<file path="src/rtl/serial_parity_pkg.sv">
// Shared types and constants for the serial parity framer.
package serial_parity_pkg;

  // COLLECT: shifting frame bits in; DONE: one-cycle result slot
  typedef enum logic {
    COLLECT = 1'b0,
    DONE    = 1'b1
  } state_t;

  localparam logic PAR_EVEN = 1'b0;
  localparam logic PAR_ODD  = 1'b1;
  localparam logic MODE_GEN = 1'b0;
  localparam logic MODE_CHK = 1'b1;

endpackage

</file>
<file path="src/rtl/frame_bit_counter.sv">
// Frame bit counter: up-counter with clear, increment and a terminal-count
// compare against a runtime limit, so one instance serves both frame lengths.
module frame_bit_counter #(
  parameter int CNT_W = 4
) (
  input  logic             clk,
  input  logic             rst,
  input  logic             clr,
  input  logic             inc,
  input  logic [CNT_W-1:0] limit,
  output logic [CNT_W-1:0] cnt,
  output logic             at_limit
);

  // Clear has priority so an abort or frame end never leaves a stale count.
  always_ff @(posedge clk or posedge rst) begin
    if (rst) begin
      cnt <= '0;
    end else if (clr) begin
      cnt <= '0;
    end else if (inc) begin
      cnt <= cnt + CNT_W'(1);
    end
  end

  assign at_limit = (cnt == limit);

endmodule

</file>
<file path="src/rtl/serial_parity_framer.sv">
// Serial parity framer: generates or checks one parity bit per frame of
// DATA_BITS serial bits, with runtime odd/even select, abort and frame count.
//
//   state   | meaning
//   --------+------------------------------------------------------------
//   COLLECT | accepting frame bits, folding them into the XOR accumulator
//   DONE    | one cycle: result pulses out, input stalled (data_ready=0)
module serial_parity_framer
  import serial_parity_pkg::*;
#(
  parameter int DATA_BITS   = 8,
  parameter int CNT_W       = $clog2(DATA_BITS + 1),
  parameter int FRAME_CNT_W = 16
) (
  input  logic                   clk,
  input  logic                   rst,
  input  logic                   odd_sel,
  input  logic                   check_mode,
  input  logic                   abort,
  input  logic                   data_in,
  input  logic                   data_valid,
  output logic                   data_ready,
  output logic                   parity_bit,
  output logic                   parity_valid,
  output logic                   frame_done,
  output logic                   parity_err,
  output logic [CNT_W-1:0]       bit_cnt,
  output logic [FRAME_CNT_W-1:0] frame_cnt
);

  // Terminal counts: last data bit (generate) or received parity bit (check).
  localparam logic [CNT_W-1:0] LIM_GEN = CNT_W'(DATA_BITS - 1);
  localparam logic [CNT_W-1:0] LIM_CHK = CNT_W'(DATA_BITS);

  state_t           state_q, state_d;
  logic             acc;
  logic             odd_lat, chk_lat;
  logic             accept, first_bit, last_bit, at_limit;
  logic             mode_eff, odd_eff, fin_par, do_abort, cnt_clr;
  logic [CNT_W-1:0] limit;

  // Abort outranks an accepted bit; DONE never accepts, so abort there is moot.
  assign do_abort  = (state_q == COLLECT) && abort;
  assign accept    = (state_q == COLLECT) && data_valid && !abort;
  assign first_bit = (bit_cnt == '0);

  // On the first bit the latches are only being loaded, so use the live inputs;
  // this matters when the frame is a single bit long.
  assign mode_eff = first_bit ? check_mode : chk_lat;
  assign odd_eff  = first_bit ? odd_sel    : odd_lat;
  assign limit    = (mode_eff == MODE_CHK) ? LIM_CHK : LIM_GEN;
  assign last_bit = accept && at_limit;
  assign fin_par  = acc ^ data_in;
  assign cnt_clr  = do_abort || last_bit;

  frame_bit_counter #(
    .CNT_W (CNT_W)
  ) u_bit_counter (
    .clk      (clk),
    .rst      (rst),
    .clr      (cnt_clr),
    .inc      (accept),
    .limit    (limit),
    .cnt      (bit_cnt),
    .at_limit (at_limit)
  );

  // State register.
  always_ff @(posedge clk or posedge rst) begin
    if (rst) begin
      state_q <= COLLECT;
    end else begin
      state_q <= state_d;
    end
  end

  // Next state and handshake/pulse outputs.
  always_comb begin
    state_d      = state_q;
    data_ready   = 1'b0;
    parity_valid = 1'b0;
    frame_done   = 1'b0;
    case (state_q)
      COLLECT: begin
        data_ready = 1'b1;
        if (last_bit) begin
          state_d = DONE;
        end
      end
      DONE: begin
        frame_done   = 1'b1;
        parity_valid = (chk_lat == MODE_GEN);
        state_d      = COLLECT;
      end
      default: state_d = COLLECT;
    endcase
  end

  // Accumulator, mode latches, held results and frame counter. Results are
  // registered on the last bit so they are visible during DONE and held after.
  always_ff @(posedge clk or posedge rst) begin
    if (rst) begin
      acc        <= 1'b0;
      odd_lat    <= PAR_EVEN;
      chk_lat    <= MODE_GEN;
      parity_bit <= 1'b0;
      parity_err <= 1'b0;
      frame_cnt  <= '0;
    end else if (do_abort) begin
      acc <= 1'b0;
    end else if (accept) begin
      if (first_bit) begin
        odd_lat <= odd_sel;
        chk_lat <= check_mode;
      end
      if (last_bit) begin
        acc       <= 1'b0;
        frame_cnt <= frame_cnt + FRAME_CNT_W'(1);
        if (mode_eff == MODE_CHK) begin
          parity_err <= (fin_par != odd_eff);
        end else begin
          parity_bit <= fin_par ^ odd_eff;
        end
      end else begin
        acc <= fin_par;
      end
    end
  end

endmodule

</file>
<file path="config.mk">
export PLATFORM = sky130hd
export DESIGN_NAME = serial_parity_framer
export DESIGN_NICKNAME = d
export VERILOG_FILES = /design/src/rtl/serial_parity_pkg.sv /design/src/rtl/frame_bit_counter.sv /design/src/rtl/serial_parity_framer.sv
export SDC_FILE = /design/constraint.sdc
export NUM_CORES = 1
export LEC_CHECK = 0
export ABC_CLOCK_PERIOD_IN_PS = 5400
export CELL_PAD_IN_SITES_DETAIL_PLACEMENT = 1
export CELL_PAD_IN_SITES_GLOBAL_PLACEMENT = 1
export CORE_UTILIZATION = 40
export CTS_CLUSTER_SIZE = 12
export DETAILED_ROUTE_END_ITERATION = 10
export GPL_TIMING_DRIVEN = 0
export PLACE_DENSITY_LB_ADDON = 0.1
export SLEW_MARGIN = 5
export SYNTH_ARGS = -nofsm -noshare
export SYNTH_HDL_FRONTEND = slang
export SYNTH_HIERARCHICAL = 1
export SYNTH_SLANG_ARGS = --single-unit
</file>
<file path="constraint.sdc">
create_clock -name clk -period 5.4 [get_ports clk]
set_input_delay 1.08 -clock clk [delete_from_list [all_inputs] [get_ports clk]]
set_output_delay 1.08 -clock clk [all_outputs]
set_load 0.005 [all_outputs]
</file>
==> flow_metrics.tcl <==
set metrics [dict create \
    placed_cell_area_sq_mm 0.00164 \
    fin_crit_ps 3470 \
    detail-route-antenna-nets 0 \
    fillers 331 \
    synth_cells 111 \
    cp_top_family "buffers and inverters" \
    p_int_uw 340 \
    htree_levels 1 \
    combPwrFrac_pct 19.4 \
    start_util_pct 42.1 \
    cp.required_ps 5640 \
    synthTopCellsByArea "dfrtp_1, xnor2_1, xor2_1" \
    cts_sinks 26 \
    cp.arrival_ps 3710 \
    yosys_warnings 6 \
    synthMostInstantiatedCell "dfrtp_1" \
    hold_depth 1 \
    critical-path-max-stage-delay_ps 470 \
    hp-class "register to register" \
    vias_per_cell 4.83 \
    worstPathMaxFanout 7 \
    layout.nets 156 \
    worstMarginPinSlew_ps 1180 \
    crit_buf_inv 4 \
    clk_pin_slew_worst_paths_ps 150 \
    cts_tree "built" \
    clkLatencyLatePin_ps 330 \
    globalRouteOverflowTotal 0 \
    yosysTopAreaCell "dfrtp_1" \
    vdd_drop_max_mv 0.116 \
    yosysTopAreaCellShare_pct 51.0 \
    grt_pass1_vias 912 \
    synthTopCellsByCount "dfrtp_1, xnor2_1, nand2_1" \
    diodes 0 \
    min_period_over_period_pct 64.2 \
    fp.dieW_um 58.5 \
    cts-hold-fix-buffers 0 \
    coreArea_sq_mm 0.00303 \
    dieArea_sq_mm 0.00342 \
    synth.net_count 120 \
    synth-seq-cells 26 \
    root_buffer "clkbuf_4" \
    area_delta_synth_final_pct 32.8 \
    yosys.cell_types.count 30 \
    grt_max_degree 23 \
    wl_per_cell_um 13.7 \
    grtUsageTotal_pct 17.1 \
    port-buffer-count 31 \
    clk_path_buf_depth 2 \
    postCtsSetupRepairBufs 0 \
    maxCapViolations 0 \
    synth_area_sq_mm 0.00127 \
    numCtsBuffers 3 \
    slew_viol_final 0 \
    drt_first_pass_iters 4 \
    critPathKind "primary input to register" \
    p_leak_uw 0.000769 \
    synth_edf_count 0 \
    ys_seq_area_share_pct 51.0 \
    die_h_um 58.5 \
    sw_frac_of_total_pct 24.9 \
    dr.first_iter.drc_count 32 \
    fmax_mhz 288 \
    hpwl_um 2010 \
    antenna_found_initial 0 \
    fin_skew_ps 9.15 \
    ios 32 \
    max-slew-margin-rel_pct 21.2 \
    status "finished, final reports clean" \
    path_common_cell "inv_1" \
    vias 918 \
    cts_resized 0 \
    worstSetupStartpointType "primary input" \
    clkPwrFrac_pct 30.0 \
    rr_worst_depth 11 \
    finalSetupViolCount 0 \
    seqPwrFrac_pct 50.6 \
    synth_flop_cell "dfrtp_1" \
    p_sw_uw 112 \
    cpMaxStageDelayCell "nor4_1" \
    powerDensity_mw_per_mm2 267 \
    fin_tns_setup_ps 0 \
    stdcell_area_sq_mm 0.00169 \
    routabilityCongestion 0.732 \
    drc_errors 0 \
    grt_pass1_wl_um 4260 \
    ys_async_sr_fraction_pct 100 \
    crit_chain "clkdlybuf4s50_1, mux2i_2, inv_1, xor2_1, nor4_1, nand4bb_1, buf_6, inv_1, a21o_1, nor2_1, mux2_4" \
    drive_gt1_share_pct 8.90 \
    hold_viol 0 \
    cp.depth 11 \
    avgSynthCellArea_sq_um 11.5 \
    routed_wl_um 2600 \
    rsz0062_at_grt "no" \
    core.rowCount 20 \
    endpoint_kind "register" \
]
==> worst register-to-register path, stage by stage (launching register included) <==
cell	delay, ps
dfrtp_1	510
nor4_4	380
mux2i_2	540
inv_1	110
xor2_1	160
nor4_1	470
nand4bb_1	190
buf_6	180
inv_1	140
a21o_1	200
nor2_1	60
mux2_4	260
==> kinds of logic (layout without fill, tap and decap cells) <==
logic type | Yosys count | in the layout | share of synthesized area, %
AND/OR/NAND/NOR | 41 | 41 | 19.9
AO/OA/AOI/OAI | 8 | 8 | 4.02
multiplexers | 6 | 6 | 5.59
XOR/XNOR | 22 | 22 | 15.1
buffers and inverters | 6 | 41 | 2.36
adder cells (fa/ha/maj) | 2 | 2 | 1.96
flip-flops | 26 | 26 | 51.0
==> cell usage in the layout, fill, tap and decap left out, types with 3 or more instances in the layout <==
cell             count
nand2_1             11
dfrtp_1             26
nand4_1              5
clkbuf_4             3
a21oi_1              3
nor2_1               7
nand3_1              5
inv_1                5
xor2_1               7
clkdlybuf4s50_1     31
xnor2_1             15
==> metrics by stage <==
step	total power (uW)	worst slack, ps	hold slack (ps)	utilization [%]	instances
2_1_floorplan	276	2390	468	-	111
3_3_place_gp	319	1610	460	54.2	186
3_5_place_dp	323	1520	467	54.2	186
4_1_cts	460	1890	485	55.9	190
5_1_grt	476	1690	498	55.9	190
6_report	452	1930	476	55.9	190
==> routing by layer <==
layer	global-route usage, %	vias to the layer above	part of all wire, %
met1	24.3	445	48
met4	10.2	0	2.4
li1	-	451	-
met5	0	-	0
met3	1.98	5	2.6
met2	25.3	17	47
==> flip-flops by register name, indices dropped and copies added (netlist names) <==
name and cells:
acc 1, chk_lat 1, frame_cnt 16, odd_lat 1
parity_bit 1, parity_err 1, state_q 1, u_bit_counter/cnt 4
==> power groups by stage <==
stage | combinational, uW | sequential [uW] | clock [uW]
after CTS | 90.0 | 230 | 141
after floorplan | 43.2 | 232 | 0
final | 87.7 | 229 | 135
after global routing | 97.0 | 233 | 146
after detailed placement | 89.8 | 234 | 0
after global placement | 86.1 | 233 | 0
==> final cells by class <==
cell class                      instances  area (sq um)  area share, %
Sequential cell                        26           651           38.4
Multi-Input combinational cell         79           594           35.1
Timing Repair Buffer                   31           310           18.3
Tap cell                               44          55.1           3.25
Clock inverter                          1          30.0           1.77
Clock buffer                            3          22.5           1.33
Inverter                                5          18.8           1.11
Buffer                                  1          11.3          0.665
==> worst paths after layout <==
check | from | to | slack (ps)
setup / recovery | check_mode | u_bit_counter/cnt[3] | 1930
hold / removal | frame_cnt[15] | frame_cnt[15] | 480
setup reg to reg | u_bit_counter/cnt[0] | u_bit_counter/cnt[3] | 2110
hold reg to reg | frame_cnt[15] | frame_cnt[15] | 480
max in group asynchronous | rst | frame_cnt[14] | 3690
min in group asynchronous | rst | u_bit_counter/cnt[1] | 930
Note: power is estimated with default switching activity, not from simulation.
